### src/rtl/out_mapper_gen2.sv
// out_mapper_gen2: SpiNNaker -> AER output mapper.
// Takes 72-bit link packets, keeps multicast packets with good (odd) parity,
// turns command-key hits into one-cycle strobes and queues the remaining event
// keys in a circular FIFO towards the AER side. Bad or non-MC packets are
// counted in saturating drop counters.
// Optional macro OUT_MAPPER_PAYLOAD_EN: carries opkt_data[71:40] and the
// payload flag opkt_data[1] alongside each queued key (oaer_pl/oaer_pl_vld).
module out_mapper_gen2 #(
  parameter int AER_WIDTH  = 32,
  parameter int FIFO_DEPTH = 8,
  parameter int N_CMD      = 2,
  parameter int CNT_WIDTH  = 16
) (
  input  logic                              clk,
  input  logic                              rst,
  input  logic [71:0]                       opkt_data,
  input  logic                              opkt_vld,
  output logic                              opkt_rdy,
  output logic [AER_WIDTH-1:0]              oaer_data,
  output logic                              oaer_vld,
  input  logic                              oaer_rdy,
  input  logic [32*N_CMD-1:0]               cmd_key,
  input  logic [32*N_CMD-1:0]               cmd_mask,
  output logic [N_CMD-1:0]                  cmd_pulse,
  output logic                              parity_err,
  output logic [CNT_WIDTH-1:0]              drop_cnt_par,
  output logic [CNT_WIDTH-1:0]              drop_cnt_type,
  input  logic                              clr_cnt,
`ifdef OUT_MAPPER_PAYLOAD_EN
  output logic [31:0]                       oaer_pl,
  output logic                              oaer_pl_vld,
`endif
  output logic [$clog2(FIFO_DEPTH+1)-1:0]   fifo_level
);

  localparam int PW = $clog2(FIFO_DEPTH);
  localparam int LW = $clog2(FIFO_DEPTH+1);
`ifdef OUT_MAPPER_PAYLOAD_EN
  localparam int EW = AER_WIDTH + 33;
`else
  localparam int EW = AER_WIDTH;
`endif

  logic [EW-1:0]        mem_q [FIFO_DEPTH];
  logic [EW-1:0]        entry_d, head;
  logic [PW-1:0]        wr_ptr_q, wr_ptr_d, rd_ptr_q, rd_ptr_d;
  logic [LW-1:0]        level_q, level_d;
  logic [N_CMD-1:0]     cmd_pulse_q, cmd_pulse_d, hit;
  logic                 parity_err_q, parity_err_d;
  logic [CNT_WIDTH-1:0] cnt_par_q, cnt_par_d, cnt_type_q, cnt_type_d;
  logic [31:0]          key;
  logic                 is_mc, par_ok, found, accept;
  logic                 drop_type, drop_par, cmd_hit, wr_en, rd_en;

  // Packet classification and lowest-index command slot match.
  always_comb begin
    key    = opkt_data[39:8];
    is_mc  = (opkt_data[7:6] == 2'b00);
    par_ok = ^opkt_data;
    accept = opkt_vld & opkt_rdy;
    hit    = '0;
    found  = 1'b0;
    for (int i = 0; i < N_CMD; i++) begin
      if (!found && (cmd_mask[32*i +: 32] != 32'd0) &&
          (((key ^ cmd_key[32*i +: 32]) & cmd_mask[32*i +: 32]) == 32'd0)) begin
        hit[i] = 1'b1;
        found  = 1'b1;
      end
    end
    drop_type = accept & ~is_mc;
    drop_par  = accept & is_mc & ~par_ok;
    cmd_hit   = accept & is_mc & par_ok & found;
    wr_en     = accept & is_mc & par_ok & ~found;
    rd_en     = oaer_vld & oaer_rdy;
`ifdef OUT_MAPPER_PAYLOAD_EN
    entry_d   = {opkt_data[1], opkt_data[71:40], key[AER_WIDTH-1:0]};
`else
    entry_d   = key[AER_WIDTH-1:0];
`endif
  end

  // Next-state for FIFO pointers/level, strobes and saturating counters.
  always_comb begin
    wr_ptr_d = wr_en ? wr_ptr_q + PW'(1) : wr_ptr_q;
    rd_ptr_d = rd_en ? rd_ptr_q + PW'(1) : rd_ptr_q;
    level_d  = level_q;
    case ({wr_en, rd_en})
      2'b10:   level_d = level_q + LW'(1);
      2'b01:   level_d = level_q - LW'(1);
      default: level_d = level_q;
    endcase
    cmd_pulse_d  = cmd_hit ? hit : '0;
    parity_err_d = drop_par;
    cnt_par_d    = cnt_par_q;
    cnt_type_d   = cnt_type_q;
    if (clr_cnt) begin
      cnt_par_d  = '0;
      cnt_type_d = '0;
    end else begin
      if (drop_par  && cnt_par_q  != '1) cnt_par_d  = cnt_par_q  + CNT_WIDTH'(1);
      if (drop_type && cnt_type_q != '1) cnt_type_d = cnt_type_q + CNT_WIDTH'(1);
    end
  end

  // Control state; async reset also flushes the FIFO by zeroing pointers/level.
  always_ff @(posedge clk or posedge rst) begin
    if (rst) begin
      wr_ptr_q     <= '0;
      rd_ptr_q     <= '0;
      level_q      <= '0;
      cmd_pulse_q  <= '0;
      parity_err_q <= 1'b0;
      cnt_par_q    <= '0;
      cnt_type_q   <= '0;
    end else begin
      wr_ptr_q     <= wr_ptr_d;
      rd_ptr_q     <= rd_ptr_d;
      level_q      <= level_d;
      cmd_pulse_q  <= cmd_pulse_d;
      parity_err_q <= parity_err_d;
      cnt_par_q    <= cnt_par_d;
      cnt_type_q   <= cnt_type_d;
    end
  end

  // FIFO storage; contents need no reset since level gates visibility.
  always_ff @(posedge clk) begin
    if (wr_en) mem_q[wr_ptr_q] <= entry_d;
  end

  assign head          = mem_q[rd_ptr_q];
  assign oaer_data     = head[AER_WIDTH-1:0];
  assign oaer_vld      = (level_q != '0);
  assign opkt_rdy      = (level_q != LW'(FIFO_DEPTH));
  assign fifo_level    = level_q;
  assign cmd_pulse     = cmd_pulse_q;
  assign parity_err    = parity_err_q;
  assign drop_cnt_par  = cnt_par_q;
  assign drop_cnt_type = cnt_type_q;
`ifdef OUT_MAPPER_PAYLOAD_EN
  assign oaer_pl       = head[AER_WIDTH +: 32];
  assign oaer_pl_vld   = head[EW-1];
`endif

endmodule
### config.mk
export PLATFORM = sky130hd
export DESIGN_NAME = out_mapper_gen2
export DESIGN_NICKNAME = d
export VERILOG_FILES = /design/src/rtl/out_mapper_gen2.sv
export SDC_FILE = /design/constraint.sdc
export NUM_CORES = 1
export LEC_CHECK = 0
export ABC_CLOCK_PERIOD_IN_PS = 4710
export CAP_MARGIN = 20
export CORE_MARGIN = 3
export CORE_UTILIZATION = 25
export CTS_CLUSTER_DIAMETER = 50
export DETAILED_ROUTE_END_ITERATION = 8
export HOLD_SLACK_MARGIN = 0.12
export PLACE_DENSITY = 0.57
export SYNTH_ARGS = -nofsm -noshare
export SYNTH_HDL_FRONTEND = slang
export SYNTH_SLANG_ARGS = --single-unit
### constraint.sdc
create_clock -name clk -period 4.71 [get_ports clk]
set_input_delay 1.413 -clock clk [delete_from_list [all_inputs] [get_ports clk]]
set_output_delay 1.413 -clock clk [all_outputs]
set_load 0.02 [all_outputs]
==> impl_metrics.py, run 1 <==
metrics = {
    "run_status": {
        "status": "completed",
    },
    "timing": {
        "hold_ws_ns": 0.5740,
        "maxSlewViolCount": 0,
        "finalSetupViolations": 0,
        "rsz0062_at_grt": "no",
        "period_share": 0.9619,
        "fin_tns_setup_ns": 0,
        "worst_pin_slew_ns": 1.115,
        "finalHoldViolations": 0,
        "fin_worst_skew_ns": 0.02874,
        "fmax_mhz": 220.7,
        "slew_headroom": 0.2569,
        "setup_ws_ns": 0.1797,
        "min_period_ns": 4.530,
    },
    "drt": {
        "first_pass_iters": 5,
        "finalWirelength_um": 47270,
        "via_count": 9008,
        "post_drt_wl_per_cell_um": 24.57,
        "drt-initial-drc-count": 639,
        "viasPerCell": 4.682,
        "ant_nets": 0,
        "drc": 0,
    },
    "logic_synthesis": {
        "synthArstFlopShare": 0.1495,
        "synth_edf_count": 256,
        "ys.flop_type": "edfxtp_1",
        "yosysSeqAreaShare": 0.6512,
        "syn_area_per_cell_um2": 17.15,
        "syn_area_mm2": 0.01353,
        "synth_cell_types": 46,
        "syn_inst": 789,
        "syn-num-nets": 1003,
        "synth_top_cell_area_share": 0.5680,
        "synth_area_leaders": "edfxtp_1, mux4_2, dfrtp_1, xor2_1, xnor2_1",
        "synth-seq-cells": 301,
        "yosysWarningCount": 0,
        "yosysTopAreaCell": "edfxtp_1",
    },
    "final_layout": {
        "diodes": 0,
        "area_delta_synth_final_pct": 45.71,
        "final_cell_mix": "clkdlybuf4s50_1, edfxtp_1, buf_4",
        "fin_nets": 1421,
        "fin_cells": 1924,
        "final_common_cell": "clkdlybuf4s50_1",
        "fill_cells": 5003,
        "layout-drive-gt1-share": 0.2451,
    },
    "power": {
        "total_power_mw": 9.865,
        "ir_drop_uv": 339.6,
        "leakagePower_nw": 6.865,
        "p_per_area_mw_per_mm2": 500.2,
    },
    "clock_network": {
        "postCtsSetupRepairBufs": 0,
        "clock_sinks": 301,
        "cts-root-buf": "clkbuf_16",
        "path_clk_slew_ns": 0.06,
        "cts_hold_buffers": 0,
        "cts_tree": "yes",
        "insertion_delay_ns": 0.55,
        "h-tree-depth": 2,
        "cts.repair.resized": 0,
        "numCtsBuffers": 39,
        "cts.path.max_buffers": 3,
    },
    "placement": {
        "hpwlAfterDp_um": 35690,
        "port_buffers": 277,
        "dp_slack_ns": -0.3356,
        "gp_congestion": 0.8527,
        "placed_cells": 1853,
    },
    "global_routing": {
        "grt_max_degree": 53,
        "antenna_found_initial": 11,
        "overflow": 0,
        "grt.total_usage": 0.1643,
        "grt_pass1_vias": 9327,
        "grt_first_pass_wirelength_um": 66970,
    },
    "setup_path": {
        "reg2regPathDepth": 11,
        "setup.worst_path.start_class": "input port",
        "crit_fanout": 10,
        "timing.rr.start": "fifo_level[0]",
        "reg2reg_to": "fifo_level[3]",
        "cp.arrival_ns": 4.94,
        "crit_required_ns": 5.12,
        "path_class": "input port to register",
        "cp-end-kind": "register",
        "r2r_slack_ns": 1.80,
    },
    "floorplanning": {
        "core_area_mm2": 0.05308,
        "fp.dieArea_mm2": 0.05697,
        "die_x_um": 238.7,
        "io_pins": 278,
        "rows": 84,
        "start_util": 0.2550,
        "die_h_um": 238.7,
    },
    "run": {
        "drv_cap": 0,
    },
    "worst_hold_path": {
        "hold_end": "drop_cnt_type[1]",
        "hp-class": "register to register",
        "hold_start": "drop_cnt_type[1]",
        "min_path_cells": 2,
    },
}
[layout make-up]
class | instances | area [um2] | share of cell area
clock buffer | 44 | 994.7 | 0.05044
clock inverter | 26 | 291.5 | 0.01478
inverter | 9 | 36.28 | 0.001840
multi-input combinational | 456 | 4703 | 0.2385
sequential | 301 | 8818 | 0.4472
tap | 688 | 860.8 | 0.04365
timing repair buffer | 400 | 4016 | 0.2037
[synthesized netlist by cell type (9+ instances only)]
| master | count |
|---|---|
| a22oi_1 | 16 |
| buf_1 | 10 |
| clkbuf_1 | 12 |
| dfrtp_1 | 45 |
| edfxtp_1 | 256 |
| inv_1 | 9 |
| mux2_2 | 33 |
| mux4_2 | 64 |
| nand2_1 | 17 |
| nand3_1 | 15 |
| nand4_1 | 17 |
| nor2_1 | 27 |
| nor4_1 | 19 |
| xnor2_1 | 67 |
| xor2_1 | 87 |
[metrics by stage]
step,utilization,cell area [um2]
floorplan,-,13620
global placement,0.3464,18390
detailed placement,0.3470,18420
CTS,0.3712,19700
global route,0.3716,19720
finish,0.3716,19720
[critical path, stage by stage]
cell,delay (ns)
clkdlybuf4s50_1,0.47
buf_4,0.21
xor2_1,0.19
a22o_1,0.24
a221oi_1,0.87
nand4_1,0.18
buf_4,0.20
nand3_4,0.07
ha_1,0.17
ha_1,0.23
a21o_1,0.18
a21oi_1,0.18
xnor2_1,0.14
nor2_1,0.06
xor2_1,0.14
[layer usage]
metal / track usage / vias up / wire (um)
li1: - / 3950 / -
met1: 0.2232 / 4554 / 20610
met2: 0.2543 / 415 / 20890
met3: 0.05641 / 71 / 4875
met4: 0.03812 / 18 / 817
met5: 0 / - / 86
[flip-flops by register name, indices dropped and copies added (netlist names)]
name           cells
drop_cnt_type     16
drop_cnt_par      16
wr_ptr_q           3
mem_q            256
parity_err         1
fifo_level         4
rd_ptr_q           3
cmd_pulse          2
[cells by family after synthesis]
| family | count (synthesis) | synth area share |
|---|---|---|
| flops | 301 | 0.6512 |
| xor+xnor | 160 | 0.1097 |
| simple gates | 135 | 0.05639 |
| mux | 101 | 0.1373 |
| compound gates | 51 | 0.02737 |
| buf+inv | 32 | 0.009152 |
| fa+ha+maj | 9 | 0.008875 |
[worst max-delay path by stage]
stage                        from            end  slack, ns  cells past startpoint
global route        opkt_data[14]  fifo_level[3]       0.05                     16
global placement    opkt_data[14]  fifo_level[3]      -0.37                     16
detailed placement  opkt_data[14]  fifo_level[3]      -0.34                     16
floorplan            opkt_data[7]    mem_q[5][0]      -0.26                     10
finish              opkt_data[32]  fifo_level[3]       0.18                     15
CTS                   rd_ptr_q[0]  oaer_data[22]       0.23                      4
[report_power, final]
group	internal [mW]	switching (mW)	total [mW]	leakage, nW
Sequential	3.09	0.181	3.27	2.91
Combinational	1.87	1.79	3.66	3.35
Clock	1.77	1.17	2.94	0.606
Power figures use the tool's default switching activity.
==> inputs of run 2 (changes only) <==
--- a/config.mk
+++ b/config.mk
@@ -10,6 +10,7 @@
 export CORE_MARGIN = 3
 export CORE_UTILIZATION = 25
 export CTS_CLUSTER_DIAMETER = 50
+export CTS_CLUSTER_SIZE = 25
 export DETAILED_ROUTE_END_ITERATION = 8
 export HOLD_SLACK_MARGIN = 0.12
 export PLACE_DENSITY = 0.57
==> run 2 against run 1 <==
  * Utilization is 0.14 points lower
  * Non-clock buffer count unchanged
  * Register-to-register slack got worse by 0.02 ns
  * Global-route usage is 0.21 points lower
  * Wire length fell by 0.49%
  * Sequential share of layout area up 0.17 points
  * Clock power is 6.8% lower
  * Cell count is 0.21% lower
  * Count of clock-buffer cells in the layout is 7 lower
  * Critical endpoint unchanged
==> impl_metrics.py, run 2 (same netlist as run 1, synthesis figures left out) <==
metrics = {
    "clock_network": {
        "h-tree-depth": 2,
        "insertion_delay_ns": 0.53,
        "cts_hold_buffers": 0,
        "postCtsSetupRepairBufs": 0,
        "cts.repair.resized": 0,
        "numCtsBuffers": 35,
        "path_clk_slew_ns": 0.06,
        "cts_tree": "yes",
        "clock_sinks": 301,
        "cts-root-buf": "clkbuf_16",
        "cts.path.max_buffers": 3,
    },
    "setup_path": {
        "crit_fanout": 3,
        "cp.arrival_ns": 4.89,
        "crit_required_ns": 5.10,
        "setup.worst_path.start_class": "input port",
        "timing.rr.start": "fifo_level[0]",
        "r2r_slack_ns": 1.78,
        "cpMostUsedCell": "xnor2_1",
        "path_cells": "clkdlybuf4s50_1 > xnor2_1 > xnor2_1 > xnor2_1 > buf_4 > xnor3_1 > xnor3_2 > nor2_4 > nand3_4 > ha_1 > ha_1 > a21o_1 > a21oi_1 > xnor2_1 > nor2_1 > xor2_1",
        "cpPeakStageDelay_ns": 0.47,
        "path_class": "input port to register",
        "reg2regPathDepth": 11,
        "reg2reg_to": "fifo_level[3]",
        "critPathSlowestCell": "clkdlybuf4s50_1",
        "cp-end-kind": "register",
    },
    "power": {
        "leakagePower_nw": 6.834,
        "p_clk_frac": 0.284,
        "internal_power_mw": 6.487,
        "ir_drop_uv": 407.8,
        "combPwrFrac": 0.378,
        "switching_power_mw": 3.182,
        "p_per_area_mw_per_mm2": 492.1,
        "seq_power_share": 0.338,
        "switching_share": 0.3291,
    },
    "timing": {
        "finalHoldViolations": 0,
        "fmax_mhz": 222.1,
        "fin_worst_skew_ns": 0.02959,
        "slew_headroom": 0.3216,
        "worst_pin_slew_ns": 1.018,
        "maxSlewViolCount": 0,
        "rsz0062_at_grt": "no",
        "period_share": 0.9558,
        "hold_ws_ns": 0.5749,
        "min_period_ns": 4.502,
        "fin_tns_setup_ns": 0,
        "finalSetupViolations": 0,
    },
    "drt": {
        "via_count": 8944,
        "viasPerCell": 4.658,
        "first_pass_iters": 5,
        "finalWirelength_um": 47040,
        "post_drt_wl_per_cell_um": 24.50,
        "drt-initial-drc-count": 613,
        "drc": 0,
        "ant_nets": 0,
    },
    "global_routing": {
        "antenna_found_initial": 11,
        "overflow": 0,
        "grt_first_pass_wirelength_um": 66420,
        "grt.total_usage": 0.1622,
        "grt_pass1_vias": 9188,
        "grt_max_degree": 53,
    },
    "final_layout": {
        "fin_nets": 1417,
        "regMostFlops": "mem_q",
        "largest_reg_flops": 256,
        "final_common_cell": "clkdlybuf4s50_1",
        "layout-drive-gt1-share": 0.2455,
        "area_delta_synth_final_pct": 45.17,
        "multiInputGateArea_mm2": 0.004703,
        "final_area_mm2": 0.01965,
        "seqCellArea_mm2": 0.008818,
        "post-route-util": 0.3702,
        "final_cell_mix": "clkdlybuf4s50_1, edfxtp_1, buf_4",
        "fill_cells": 5004,
    },
    "worst_hold_path": {
        "min_path_cells": 2,
        "hold_start": "drop_cnt_type[1]",
        "hp-class": "register to register",
        "hold_end": "drop_cnt_type[1]",
    },
    "floorplanning": {
        "die_h_um": 238.7,
        "die_x_um": 238.7,
        "io_pins": 278,
        "rows": 84,
        "core_area_mm2": 0.05308,
        "start_util": 0.2550,
        "fp.dieArea_mm2": 0.05697,
    },
    "placement": {
        "gp_congestion": 0.8527,
        "hpwlAfterDp_um": 35690,
        "placed_cell_area_mm2": 0.01842,
        "port_buffers": 277,
    },
    "run_status": {
        "status": "completed",
    },
    "run": {
        "drv_cap": 0,
    },
}
==> run 2: cell count changes in the layout (fill, tap and decap cells not counted), moves of 3 or more <==
cell        previous run  this run
bufinv_16              4         1
clkinvlp_4             7         4
clkbuf_1               5         1
clkbuf_16             39        36
clkinv_8               2         7
==> run 2: how the worst max path moves through the flow <==
stage                       start       endpoint  slack (ns)  cells past startpoint
finish              opkt_data[14]  fifo_level[3]        0.21                     16
CTS                 opkt_data[14]  fifo_level[3]        0.19                     16
floorplan            opkt_data[7]    mem_q[5][0]       -0.26                     10
global route        opkt_data[14]  fifo_level[3]        0.01                     16
global placement    opkt_data[14]  fifo_level[3]       -0.37                     16
detailed placement  opkt_data[14]  fifo_level[3]       -0.34                     16
==> run 2: layer usage <==
metal	global-route usage	up-vias	routed length, um
met2	0.2544	409	21050
met3	0.05341	51	4864
met4	0.02254	18	522
met1	0.2251	4511	20510
li1	-	3955	-
met5	0	-	103
==> run 2: per-stage QoR <==
step           std cells  setup slack (ns)  power, mW
3_5_place_dp        1853           -0.3356      7.049
2_1_floorplan        789           -0.2601      5.367
3_3_place_gp        1852           -0.3707      7.046
4_1_cts             1917            0.1932      9.825
6_report            1920            0.2081      9.669
5_1_grt             1918           0.01470      10.12
==> run 2: layout make-up <==
type	instances	area share
flip-flops and latches	301	0.4488
clock inverters	27	0.01541
diodes	2	0.0002547
repair buffers	400	0.2044
clock buffers	37	0.04604
inverters	9	0.001847
well taps	688	0.04381
multi-input cells	456	0.2394
==> run 2: power groups by stage <==
stage	sequential [mW]	clock [mW]	combinational, mW
2_1_floorplan	3.26	0	2.11
3_3_place_gp	3.32	0	3.72
3_5_place_dp	3.33	0	3.72
4_1_cts	3.27	2.81	3.74
5_1_grt	3.29	2.91	3.91
6_report	3.27	2.74	3.66
==> run 2: critical path, delay by kind of cell <==
family	cells	cell delay, ns
and+or+nand+nor	3	0.26
buffers and inverters	2	0.59
adders and majority gates	2	0.49
AOI/OAI and AO/OA	2	0.36
xor gates and xnor gates	7	1.76
==> inputs of run 3 (changes only) <==
--- a/config.mk
+++ b/config.mk
@@ -8,12 +8,13 @@
 export ABC_CLOCK_PERIOD_IN_PS = 4710
 export CAP_MARGIN = 20
 export CORE_MARGIN = 3
-export CORE_UTILIZATION = 25
+export CORE_UTILIZATION = 47
 export CTS_CLUSTER_DIAMETER = 50
 export CTS_CLUSTER_SIZE = 25
 export DETAILED_ROUTE_END_ITERATION = 8
 export HOLD_SLACK_MARGIN = 0.12
-export PLACE_DENSITY = 0.57
+export PLACE_DENSITY = 0.88
+export SKIP_CTS_REPAIR_TIMING = 1
 export SYNTH_ARGS = -nofsm -noshare
 export SYNTH_HDL_FRONTEND = slang
 export SYNTH_SLANG_ARGS = --single-unit
==> run 3 against run 2 <==
  * Critical path depth is 1 lower
  * Hold slack worse by 0.031 ns
  * Highest routed layer unchanged
  * Register-to-register slack better by 0.11 ns
  * Sequential share of layout area is 2.7 points higher
  * Sequential power is 1% higher
==> impl_metrics.py, run 3 (same netlist as run 1, synthesis figures left out) <==
metrics = {
    "run_status": {
        "status": "completed",
    },
    "floorplanning": {
        "die_h_um": 175.7,
        "io_pins": 278,
        "fp.dieArea_mm2": 0.03087,
        "die_x_um": 175.7,
        "start_util": 0.4819,
        "core_area_mm2": 0.02809,
        "rows": 61,
    },
    "final_layout": {
        "fin_cells": 1556,
        "final_area_mm2": 0.01855,
        "seqCellArea_mm2": 0.008818,
        "multiInputGateArea_mm2": 0.004703,
        "area_delta_synth_final_pct": 37.03,
        "largest_reg_flops": 256,
        "post-route-util": 0.6603,
        "diodes": 0,
        "layout-drive-gt1-share": 0.2122,
        "final_common_cell": "clkdlybuf4s50_1",
        "regMostFlops": "mem_q",
        "final_cell_mix": "clkdlybuf4s50_1, edfxtp_1, xor2_1",
        "fill_cells": 1909,
        "fin_nets": 1372,
    },
    "timing": {
        "period_share": 0.9649,
        "slew_headroom": 0.5666,
        "finalSetupViolations": 0,
        "fin_tns_setup_ns": 0,
        "fmax_mhz": 220.0,
        "finalHoldViolations": 0,
        "min_period_ns": 4.544,
        "setup_ws_ns": 0.1655,
        "fin_worst_skew_ns": 0.02936,
        "worst_pin_slew_ns": 0.6462,
        "maxSlewViolCount": 0,
        "hold_ws_ns": 0.5437,
        "rsz0062_at_grt": "no",
    },
    "global_routing": {
        "antenna_found_initial": 5,
        "grt_max_degree": 48,
        "grt_first_pass_wirelength_um": 59570,
        "overflow": 0,
        "grt.total_usage": 0.2621,
        "grt_pass1_vias": 9325,
    },
    "setup_path": {
        "setup.worst_path.start_class": "input port",
        "crit_fanout": 2,
        "r2r_slack_ns": 1.89,
        "cp.arrival_ns": 4.95,
        "reg2regPathDepth": 11,
        "path_class": "input port to register",
        "cp-end-kind": "register",
        "crit_required_ns": 5.12,
    },
    "drt": {
        "first_pass_iters": 5,
        "post_drt_wl_per_cell_um": 26.24,
        "via_count": 9010,
        "viasPerCell": 5.790,
        "drt-initial-drc-count": 950,
        "finalWirelength_um": 40830,
        "drc": 0,
        "ant_nets": 0,
    },
    "placement": {
        "placed_cells": 1507,
        "hpwlAfterDp_um": 29820,
        "gp_congestion": 0.9786,
        "placed_cell_area_mm2": 0.01761,
        "port_buffers": 277,
        "dp_slack_ns": -0.3165,
    },
    "clock_network": {
        "clock_sinks": 301,
        "path_clk_slew_ns": 0.06,
        "cts.path.max_buffers": 3,
        "numCtsBuffers": 26,
        "h-tree-depth": 1,
        "cts_tree": "yes",
        "cts-root-buf": "clkbuf_16",
        "insertion_delay_ns": 0.55,
    },
    "power": {
        "total_power_mw": 9.035,
        "leakagePower_nw": 6.484,
        "p_per_area_mw_per_mm2": 487.2,
        "ir_drop_uv": 353.6,
    },
    "worst_hold_path": {
        "min_path_cells": 1,
        "hp-class": "register to register",
    },
    "run": {
        "drv_cap": 0,
    },
}
## run 3: cell types whose count changed in the layout (fill, tap and decap cells not counted), moves of 2 or more
cell	change
clkbuf_16	-9
diode_2	-2
inv_12	+2
buf_12	-11
buf_4	-25
clkinvlp_4	-4
clkinv_8	-4
## run 3: final timing paths
| kind | endpoint | start |
|---|---|---|
| setup / recovery | fifo_level[3] | opkt_data[4] |
| min in group asynchronous | wr_ptr_q[2] | rst |
| hold / removal | fifo_level[3] | fifo_level[3] |
| setup reg to reg | fifo_level[3] | fifo_level[0] |
| hold reg to reg | fifo_level[3] | fifo_level[3] |
| max in group asynchronous | drop_cnt_type[4] | rst |
## run 3: cell type report
cell class | instances | area share
timing repair buffer | 364 | 0.1946
clock buffer | 29 | 0.03738
tap | 378 | 0.02550
inverter | 9 | 0.001957
clock inverter | 19 | 0.01147
multi-input combinational | 456 | 0.2536
sequential | 301 | 0.4755
## run 3: power breakdown
group          internal (mW)  switching (mW)  total (mW)  leakage, nW
combinational           1.82            1.69        3.51         3.13
sequential              3.08           0.222        3.31         2.91
clock                   1.14            1.08        2.22        0.444
total                   6.04            3.00        9.03         6.48
## run 3: worst max-delay path, stage by stage
cell and delay (ns):
clkdlybuf4s50_1 0.47, xor2_1 0.28, xnor2_1 0.15, xnor2_1 0.33, xnor3_1 0.51, xnor3_2 0.42
nor2_4 0.13, nand3_4 0.07, ha_1 0.22, ha_1 0.27, a21o_1 0.17, a21oi_1 0.17
xnor2_1 0.14, nor2_1 0.07, xor2_1 0.15
## run 3: per-layer routing
| layer | track usage | part of all wire | up-vias |
|---|---|---|---|
| li1 | - | - | 3860 |
| met1 | 0.3351 | 0.36 | 4461 |
| met2 | 0.4452 | 0.49 | 576 |
| met3 | 0.06463 | 0.11 | 103 |
| met4 | 0.08083 | 0.035 | 10 |
| met5 | 0 | 0.0018 | - |
